## src/rtl/video_timing_ctrl_if.sv

```systemverilog
// Signal bundle between the video timing sequencer and its downstream sinks.
// VIDEO_TIMING_CTRL_PATTERN_EN adds the colour-bar pixel outputs oR0/oG0/oB0.
interface video_timing_ctrl_if #(
    parameter int CNT_WIDTH = 12
`ifdef VIDEO_TIMING_CTRL_PATTERN_EN
    ,
    parameter int PIXEL_WIDTH = 8
`endif
);
    // No valid/ready pair here: iENABLE is a level request sampled every clock and
    // acted on only at frame boundaries; all o* signals are registered, one-clock latency.
    logic                 iENABLE;
    logic                 oRUN;
    logic                 oHSYNC;
    logic                 oVSYNC;
    logic                 oDE;
    logic [CNT_WIDTH-1:0] oHCOUNT;
    logic [CNT_WIDTH-1:0] oVCOUNT;
    logic                 oFRAME_START;
    logic                 oLINE_START;
    logic [1:0]           dbg_state;
`ifdef VIDEO_TIMING_CTRL_PATTERN_EN
    logic [PIXEL_WIDTH-1:0] oR0;
    logic [PIXEL_WIDTH-1:0] oG0;
    logic [PIXEL_WIDTH-1:0] oB0;
`endif

    modport master (
        input  iENABLE,
        output oRUN, oHSYNC, oVSYNC, oDE, oHCOUNT, oVCOUNT,
        output oFRAME_START, oLINE_START, dbg_state
`ifdef VIDEO_TIMING_CTRL_PATTERN_EN
        ,
        output oR0, oG0, oB0
`endif
    );

    modport slave (
        output iENABLE,
        input  oRUN, oHSYNC, oVSYNC, oDE, oHCOUNT, oVCOUNT,
        input  oFRAME_START, oLINE_START, dbg_state
`ifdef VIDEO_TIMING_CTRL_PATTERN_EN
        ,
        input  oR0, oG0, oB0
`endif
    );
endinterface

```

## src/rtl/video_timing_ctrl.sv

```systemverilog
// Video timing sequencer: HSYNC/VSYNC/DE, active coordinates and frame/line strobes.
// VIDEO_TIMING_CTRL_PATTERN_EN adds an 8-bar colour pattern on oR0/oG0/oB0.
module video_timing_ctrl #(
    parameter int CNT_WIDTH = 12,
    parameter int H_ACTIVE  = 640,
    parameter int H_FP      = 16,
    parameter int H_SYNC    = 96,
    parameter int H_BP      = 48,
    parameter int V_ACTIVE  = 480,
    parameter int V_FP      = 10,
    parameter int V_SYNC    = 2,
    parameter int V_BP      = 33,
    parameter bit HS_POL    = 1'b0,
    parameter bit VS_POL    = 1'b0
`ifdef VIDEO_TIMING_CTRL_PATTERN_EN
    ,
    parameter int PIXEL_WIDTH = 8
`endif
) (
    input logic                 CLK,
    input logic                 RST,
    video_timing_ctrl_if.master vif
);
    localparam int H_TOTAL = H_ACTIVE + H_FP + H_SYNC + H_BP;
    localparam int V_TOTAL = V_ACTIVE + V_FP + V_SYNC + V_BP;

    if ((H_TOTAL > (1 << CNT_WIDTH)) || (V_TOTAL > (1 << CNT_WIDTH))) begin : g_size_check
        $error("video_timing_ctrl: H_TOTAL/V_TOTAL do not fit in CNT_WIDTH");
    end

    typedef enum logic [1:0] {IDLE = 2'd0, RUN = 2'd1, STOPPING = 2'd2} state_e;

    state_e               state_q, state_d;
    logic [CNT_WIDTH-1:0] hcnt_q, hcnt_d, vcnt_q, vcnt_d;
    logic                 h_last, v_last, h_act, v_act, h_sync, v_sync;

    logic                 run_q, run_d, hsync_q, hsync_d, vsync_q, vsync_d, de_q, de_d;
    logic [CNT_WIDTH-1:0] hcount_q, hcount_d, vcount_q, vcount_d;
    logic                 fs_q, fs_d, ls_q, ls_d;

    always_comb begin
        h_last = (hcnt_q == CNT_WIDTH'(H_TOTAL - 1));
        v_last = (vcnt_q == CNT_WIDTH'(V_TOTAL - 1));
        h_act  = (hcnt_q < CNT_WIDTH'(H_ACTIVE));
        v_act  = (vcnt_q < CNT_WIDTH'(V_ACTIVE));
        h_sync = (hcnt_q >= CNT_WIDTH'(H_ACTIVE + H_FP)) &&
                 (hcnt_q <  CNT_WIDTH'(H_ACTIVE + H_FP + H_SYNC));
        v_sync = (vcnt_q >= CNT_WIDTH'(V_ACTIVE + V_FP)) &&
                 (vcnt_q <  CNT_WIDTH'(V_ACTIVE + V_FP + V_SYNC));
    end

    // Next state and counters. A stop only exits on the last clock of a frame;
    // an enable seen on that same clock keeps frames running back-to-back.
    always_comb begin
        state_d = state_q;
        hcnt_d  = hcnt_q;
        vcnt_d  = vcnt_q;
        if (state_q != IDLE) begin
            hcnt_d = h_last ? '0 : hcnt_q + 1'b1;
            if (h_last) begin
                vcnt_d = v_last ? '0 : vcnt_q + 1'b1;
            end
        end
        case (state_q)
            IDLE: begin
                if (vif.iENABLE) state_d = RUN;
            end
            RUN: begin
                if (!vif.iENABLE) state_d = STOPPING;
            end
            STOPPING: begin
                if (vif.iENABLE) begin
                    state_d = RUN;
                end else if (h_last && v_last) begin
                    state_d = IDLE;
                    hcnt_d  = '0;
                    vcnt_d  = '0;
                end
            end
            default: begin
                state_d = IDLE;
                hcnt_d  = '0;
                vcnt_d  = '0;
            end
        endcase
    end

    always_comb begin
        run_d    = 1'b0;
        hsync_d  = ~HS_POL;
        vsync_d  = ~VS_POL;
        de_d     = 1'b0;
        hcount_d = '0;
        vcount_d = '0;
        fs_d     = 1'b0;
        ls_d     = 1'b0;
        if (state_q != IDLE) begin
            run_d    = 1'b1;
            de_d     = h_act && v_act;
            hsync_d  = h_sync ? HS_POL : ~HS_POL;
            vsync_d  = v_sync ? VS_POL : ~VS_POL;
            hcount_d = de_d ? hcnt_q : '0;
            vcount_d = de_d ? vcnt_q : '0;
            ls_d     = de_d && (hcnt_q == '0);
            fs_d     = ls_d && (vcnt_q == '0);
        end
    end

    always_ff @(posedge CLK) begin
        if (RST) begin
            state_q  <= IDLE;
            hcnt_q   <= '0;
            vcnt_q   <= '0;
            run_q    <= 1'b0;
            hsync_q  <= ~HS_POL;
            vsync_q  <= ~VS_POL;
            de_q     <= 1'b0;
            hcount_q <= '0;
            vcount_q <= '0;
            fs_q     <= 1'b0;
            ls_q     <= 1'b0;
        end else begin
            state_q  <= state_d;
            hcnt_q   <= hcnt_d;
            vcnt_q   <= vcnt_d;
            run_q    <= run_d;
            hsync_q  <= hsync_d;
            vsync_q  <= vsync_d;
            de_q     <= de_d;
            hcount_q <= hcount_d;
            vcount_q <= vcount_d;
            fs_q     <= fs_d;
            ls_q     <= ls_d;
        end
    end

    assign vif.oRUN         = run_q;
    assign vif.oHSYNC       = hsync_q;
    assign vif.oVSYNC       = vsync_q;
    assign vif.oDE          = de_q;
    assign vif.oHCOUNT      = hcount_q;
    assign vif.oVCOUNT      = vcount_q;
    assign vif.oFRAME_START = fs_q;
    assign vif.oLINE_START  = ls_q;
    assign vif.dbg_state    = state_q;

`ifdef VIDEO_TIMING_CTRL_PATTERN_EN
    // Bars are H_ACTIVE/8 wide; any remainder pixels stay in the last bar.
    localparam int BAR_W = (H_ACTIVE >= 8) ? (H_ACTIVE / 8) : 1;

    logic [CNT_WIDTH-1:0]   bar_full;
    logic [2:0]             bar;
    logic [PIXEL_WIDTH-1:0] r_q, r_d, g_q, g_d, b_q, b_d;

    always_comb begin
        bar_full = hcnt_q / CNT_WIDTH'(BAR_W);
        bar      = (bar_full > CNT_WIDTH'(7)) ? 3'd7 : bar_full[2:0];
        r_d      = (de_d && bar[2]) ? '1 : '0;
        g_d      = (de_d && bar[1]) ? '1 : '0;
        b_d      = (de_d && bar[0]) ? '1 : '0;
    end

    always_ff @(posedge CLK) begin
        if (RST) begin
            r_q <= '0;
            g_q <= '0;
            b_q <= '0;
        end else begin
            r_q <= r_d;
            g_q <= g_d;
            b_q <= b_d;
        end
    end

    assign vif.oR0 = r_q;
    assign vif.oG0 = g_q;
    assign vif.oB0 = b_q;
`endif
endmodule

```

## src/flat_wrapper.sv

```systemverilog
// flat-port wrapper written by rule: the top's interface ports become plain ports
module video_timing_ctrl_flat 
#(
    parameter int CNT_WIDTH = 12,
    parameter int H_ACTIVE  = 640,
    parameter int H_FP      = 16,
    parameter int H_SYNC    = 96,
    parameter int H_BP      = 48,
    parameter int V_ACTIVE  = 480,
    parameter int V_FP      = 10,
    parameter int V_SYNC    = 2,
    parameter int V_BP      = 33,
    parameter bit HS_POL    = 1'b0,
    parameter bit VS_POL    = 1'b0

)
  (CLK, RST, vif_iENABLE, vif_oRUN, vif_oHSYNC, vif_oVSYNC, vif_oDE, vif_oHCOUNT, vif_oVCOUNT, vif_oFRAME_START, vif_oLINE_START, vif_dbg_state);
  video_timing_ctrl_if #(.CNT_WIDTH(CNT_WIDTH)) vif_i ();
  input logic CLK;
  input logic RST;
  input wire logic [$bits(vif_i.iENABLE)-1:0] vif_iENABLE;
  output wire logic [$bits(vif_i.oRUN)-1:0] vif_oRUN;
  output wire logic [$bits(vif_i.oHSYNC)-1:0] vif_oHSYNC;
  output wire logic [$bits(vif_i.oVSYNC)-1:0] vif_oVSYNC;
  output wire logic [$bits(vif_i.oDE)-1:0] vif_oDE;
  output wire logic [$bits(vif_i.oHCOUNT)-1:0] vif_oHCOUNT;
  output wire logic [$bits(vif_i.oVCOUNT)-1:0] vif_oVCOUNT;
  output wire logic [$bits(vif_i.oFRAME_START)-1:0] vif_oFRAME_START;
  output wire logic [$bits(vif_i.oLINE_START)-1:0] vif_oLINE_START;
  output wire logic [$bits(vif_i.dbg_state)-1:0] vif_dbg_state;
  assign vif_i.iENABLE = vif_iENABLE;
  assign vif_oRUN = vif_i.oRUN;
  assign vif_oHSYNC = vif_i.oHSYNC;
  assign vif_oVSYNC = vif_i.oVSYNC;
  assign vif_oDE = vif_i.oDE;
  assign vif_oHCOUNT = vif_i.oHCOUNT;
  assign vif_oVCOUNT = vif_i.oVCOUNT;
  assign vif_oFRAME_START = vif_i.oFRAME_START;
  assign vif_oLINE_START = vif_i.oLINE_START;
  assign vif_dbg_state = vif_i.dbg_state;
  video_timing_ctrl #(.CNT_WIDTH(CNT_WIDTH), .H_ACTIVE(H_ACTIVE), .H_FP(H_FP), .H_SYNC(H_SYNC), .H_BP(H_BP), .V_ACTIVE(V_ACTIVE), .V_FP(V_FP), .V_SYNC(V_SYNC), .V_BP(V_BP), .HS_POL(HS_POL), .VS_POL(VS_POL)) u_core (.CLK(CLK), .RST(RST), .vif(vif_i));
endmodule
```

## config.mk

```make
export PLATFORM = sky130hd
export DESIGN_NAME = video_timing_ctrl_flat
export DESIGN_NICKNAME = d
export VERILOG_FILES = /design/src/rtl/video_timing_ctrl_if.sv /design/src/rtl/video_timing_ctrl.sv /design/src/flat_wrapper.sv
export SDC_FILE = /design/constraint.sdc
export NUM_CORES = 1
export LEC_CHECK = 0
export BUFFER_PORTS_ARGS = -buffer_cell sky130_fd_sc_hd__buf_2
export CAP_MARGIN = 10
export CORE_UTILIZATION = 51
export CTS_BUF_LIST = sky130_fd_sc_hd__clkbuf_8
export DETAILED_ROUTE_END_ITERATION = 8
export PLACE_DENSITY = 0.8
export SETUP_SLACK_MARGIN = 0.15
export SLEW_MARGIN = 20
export SYNTH_ARGS = -nofsm -noshare
export SYNTH_HDL_FRONTEND = slang
export SYNTH_SLANG_ARGS = --single-unit
```

## constraint.sdc

```tcl
create_clock -name CLK -period 1.98 [get_ports CLK]
set_input_delay 0.297 -clock CLK [delete_from_list [all_inputs] [get_ports CLK]]
set_output_delay 0.297 -clock CLK [all_outputs]
set_load 0.01 [all_outputs]
```

Yosys cells after proc, flatten, opt, wreduce, memory -nomap -nowiden

Cells that the tools add are included.

Add/subtract/negate cells: 2
Eq/ne operators: 7
Bitwise logic cells: 2
$lt $le $gt $ge: 6
Muxes and demuxes: 19
Reduce and logical (&&, ||, !) cells: 14

Operators with widths:

| operator              | count |
|---|---|
| $mux 12               | 9 |
| $pmux 12 s2           | 2 |
| $add 12x1->12 const B | 2 |
| $eq 12x10->1 const B  | 2 |
| $logic_not 12->1      | 2 |
| $lt 12x10->1 const B  | 2 |
| $lt 12x9->1 const B   | 2 |
| $ge 12x10->1 const B  | 1 |
| $ge 12x9->1 const B   | 1 |
| $mux 2                | 4 |
| $logic_and 1x1->1     | 6 |
| $pmux 2 s3            | 1 |
| $ne 2x2->1 const B    | 2 |
| $reduce_or 2->1       | 2 |
| $mux 1                | 3 |
| $ne 3x2->1 const B    | 1 |
| $reduce_and 3->1      | 1 |
| $reduce_or 3->1       | 1 |
| $eq 2x1->1 const B    | 1 |
| $eq 2x2->1 const B    | 1 |
| $logic_not 2->1       | 1 |
| $not 1->1             | 2 |
| $reduce_bool 2->1     | 1 |

Bits of input ports: 3
Flip-flop bits (word level): 56
Output and inout port bits: 32

Logic depth before layout (Yosys ltp)

Word-level depth: 7
Gate-level depth with buffers: 7
Mapped depth without buffers: 6

Worst setup path after synthesis

No wires, ideal clock.

Path kind: reg2reg
Start point: register u_core.hcnt_q[1]
End point: register u_core.vcnt_q[9]
Stages on the path, launching flop included: 7
Slack: 293 ps
Arrival: 1616 ps
Path buffers: 1
Data required time: 1910 ps
Library setup time: 70 ps
Clock period less this slack: 1687 ps
Cells stage by stage: dfxtp_1 ha_1 and4_1 nand4_1 clkbuf_1 or3_1 a21oi_1

Word-level cells in the longest chain between the ends: 6
Elaborated cells on any way between the ends: 7

RTL lines:

| element                | RTL line                 | source |
|---|---|---|
| from (decl)            | video_timing_ctrl.sv:34  | `logic [CNT_WIDTH-1:0] hcnt_q, hcnt_d, vcnt_q, vcnt_d;` |
| from (signal assigned) | video_timing_ctrl.sv:124 | `hcnt_q <= hcnt_d;` |
| $eq 12x10->1 *         | video_timing_ctrl.sv:42  | `h_last = (hcnt_q == CNT_WIDTH'(H_TOTAL - 1));` |
| $mux 12                | video_timing_ctrl.sv:60  | `if (h_last) begin` |
| $mux 12                | video_timing_ctrl.sv:58  | `if (state_q != IDLE) begin` |
| $mux 12                | video_timing_ctrl.sv:74  | `end else if (h_last && v_last) begin` |
| $mux 12                | video_timing_ctrl.sv:72  | `if (vif.iENABLE) begin` |
| $pmux 12 s2 *          | video_timing_ctrl.sv:64  | `case (state_q)` |
| to (signal assigned)   | video_timing_ctrl.sv:125 | `vcnt_q <= vcnt_d;` |
| to (decl)              | video_timing_ctrl.sv:34  |  |

Every way passes the cells marked *; elsewhere a longest branch is shown, timed or not.
A chain may end at the register's enable or synchronous reset.

Worst setup path in the final report

Start point: register u_core.hcnt_q[0]
End point: register u_core.vcnt_q[10]

The elaborated chain is that of the path after synthesis.

==> flow_summary.toml <==
[detailed_routing]
wirelength_um = 4540
drc_errors = 0
viasPerCell = 5.52
drtAntennaViolNets = 0
first_pass_iters = 4
num_vias = 1877
drt_iter0_drc = 110
routedWlPerCell_um = 13.4

[timing]
worst-slew-pin-transition_ns = 0.523
min_period_over_period_pct = 87.6
maxSlewViolCount = 0
rsz0062_at_grt = "true"
setup_ws_ns = 0.245
finalSetupTns_ns = 0
slew_headroom_pct = 65.1
max_freq_mhz = 576
setup-violations-final = 0
finalHoldViolations = 0
fin_crit_ns = 1.74
fin_skew_ns = 0.00647

[placement]
place.gp.congestion = 0.831
place_ws_ns = 0.0746
portBuffers = 34
dp_hpwl_um = 3240

[logic_synthesis]
synth_warnings = 0
synth_area_mm2 = 0.00224
ys_ff_latch = 56
synth_edf_count = 0
ys_types = 42
yosysSeqAreaShare_pct = 50.0
synthCells = 233
syn_area_per_cell_um2 = 9.63
synth_flop_cell = "dfxtp_1"
synthArstFlopShare_pct = 0

[clock_tree]
cts-root-buf = "clkbuf_8"
clkTransAtPathRegs_ns = 0.10
numClockSinks = 56
cts_htree_levels = 2
clockBufferDepth = 2
clk_latency_ns = 0.31
cts_tree = "done"
cts_buffers = 5

[worst_hold_path]
holdPathStages = 2
min_path_type = "input pin to flop"
worstHoldEndpoint = "u_core.vif.dbg_state[1]$_SDFFE_PP0P_"
hp-start = "vif_iENABLE"

[cells_and_area]
antennaDiodeCount = 0
drive_gt1_share_pct = 26.2
final_util_pct = 65.4
fin_nets = 296
flow.area_growth_from_synthesis_pct = 20.0

[run]
cap_violations = 0

[setup_path]
cp-start-kind = "flop"
rrSetupSlack_ns = 0.24
path_class = "flop to flop"
cp_data_required_time_ns = 2.22
cp.arrival_ns = 1.98
r2r_end = "u_core.vcnt_q[10]$_SDFF_PP0_"
crit_fanout = 12
r2r-start = "u_core.hcnt_q[0]$_SDFF_PP0_"
endpoint_kind = "flop"
worstSetupStartpoint = "u_core.hcnt_q[0]$_SDFF_PP0_"
rr_worst_depth = 6

[die]
io_pins = 35
start_util_pct = 54.5
die_area_mm2 = 0.00467
rows = 23
coreArea_mm2 = 0.00412
fp.dieH_um = 68.3
die_w_um = 68.3

[power_and_ir_drop]
combPwrFrac_pct = 5.0
leakage_nw = 1.09
power_density_mw_per_mm2 = 694
internal_power_w = 0.00143
pwr-share-seq_pct = 61.5
clkPwrFrac_pct = 33.5
switching_share_pct = 23.3
switchingPower_w = 0.000435
peakVddDrop_uv = 305

[global_route]
first_global_vias = 1565
grt_pass1_wl_um = 7450
grt_overflow_total = 0
antenna_found_initial = 0
grt_usage_pct = 22.0
grt_max_degree = 19

[outcome]
status = "completed"
## cells by family (layout without fill, tap and decap cells)
| family | Yosys count | count (layout) | synth area share (%) |
|---|---|---|---|
| AOI/OAI and AO/OA | 34 | 34 | 9.15 |
| DFF | 56 | 56 | 50.0 |
| and+or+nand+nor | 109 | 109 | 30.1 |
| xor gates and xnor gates | 10 | 10 | 3.90 |
| adders and majority gates | 4 | 4 | 2.23 |
| other | 1 | 5 | 0.167 |
| buffers and inverters | 19 | 72 | 4.46 |
## cell type report
class | instances | area, µm²
Clock inverter | 3 | 22.5
Clock buffer | 5 | 68.8
Inverter | 8 | 30.0
Tap cell | 50 | 62.6
Sequential cell | 56 | 1120
Multi-Input combinational cell | 162 | 1050
Timing Repair Buffer | 56 | 339
Fill cell | 339 | 1420
## flip-flops by register name (all words and copies together) (netlist names), 2 cells and up
name,cells
u_core.hcnt_q,12
u_core.vcnt_q,12
u_core.vif.oHCOUNT,12
u_core.vif.oVCOUNT,12
u_core.vif.dbg_state,2
## per-stage QoR
stage	instance area [µm²]	total power (W)	hold WS, ns	instances
5_1_grt	2690	0.00195	0.165	340
2_1_floorplan	2260	0.00123	0.370	237
4_1_cts	2660	0.00188	0.157	337
3_5_place_dp	2550	0.00126	0.473	327
3_3_place_gp	2550	0.00126	0.468	327
6_report	2690	0.00187	0.159	340
## power by group through the flow
stage                     combinational [W]  sequential (W)  clock, W
after floorplan                   0.0000487         0.00118         0
after global placement            0.0000862         0.00117         0
after detailed placement          0.0000876         0.00117         0
after CTS                         0.0000891         0.00115  0.000641
after global routing               0.000104         0.00115  0.000690
final                             0.0000926         0.00115  0.000626
## placed cells by master, fill, tap and decap left out, types with 5 or more instances in the layout
| master | count |
|---|---|
| o21ai_0 | 7 |
| and2_1 | 16 |
| dfxtp_1 | 55 |
| buf_4 | 21 |
| buf_2 | 34 |
| nand3_1 | 8 |
| clkbuf_8 | 5 |
| inv_1 | 8 |
| xnor2_1 | 7 |
| a21oi_1 | 17 |
| nand2_1 | 11 |
| nor2_1 | 16 |
| nand4_1 | 11 |
| conb_1 | 5 |
| or3_1 | 8 |
| nor4_1 | 11 |
## worst max-delay path by stage
stage | depth (start not counted) | end | slack (ns)
2_1_floorplan | 6 | u_core.vcnt_q[9]$_SDFF_PP0_ | 0.29
3_3_place_gp | 6 | u_core.vcnt_q[0]$_SDFF_PP0_ | 0.15
3_5_place_dp | 6 | u_core.vcnt_q[0]$_SDFF_PP0_ | 0.07
4_1_cts | 4 | u_core.vif.oHCOUNT[3]$_SDFF_PP0_ | 0.20
5_1_grt | 6 | u_core.vcnt_q[10]$_SDFF_PP0_ | 0.12
6_report | 6 | u_core.vcnt_q[10]$_SDFF_PP0_ | 0.24
## critical path: stages (launching register included)
cell,delay (ns)
dfxtp_1,0.37
ha_1,0.17
and4_4,0.24
nand4_1,0.17
buf_6,0.20
or3_1,0.35
a21oi_1,0.16
## cells in the mapped netlist (5+ instances only)
library cell,number,area [µm²]
nand2_1,11,41.3
nand3_1,8,40.0
and2_1,16,100
nor4_1,11,68.8
dfxtp_1,56,1120
xnor2_1,7,61.3
or3_1,8,50.1
inv_1,8,30.0
o21ai_0,7,35.0
nand4_1,11,68.8
buf_2,5,25.0
nor2_1,16,60.1
a21oi_1,17,85.1
## layer usage
| metal | track usage, % | share of wire (%) | vias up |
|---|---|---|---|
| met1 | 29.7 | 46 | 870 |
| met2 | 34.6 | 46 | 66 |
| met5 | 0 | 0 | - |
| met4 | 7.03 | 1.2 | 0 |
| met3 | 4.83 | 6.3 | 4 |
| li1 | - | - | 937 |
## timing repair
action	CTS	global route
cloned	0	0
setup endpoints to repair	9	31
hold buffers	0	0
setup buffers	2	3
pin swaps	1	2
resized for setup	1	3
Power figures use the tool's default switching activity.
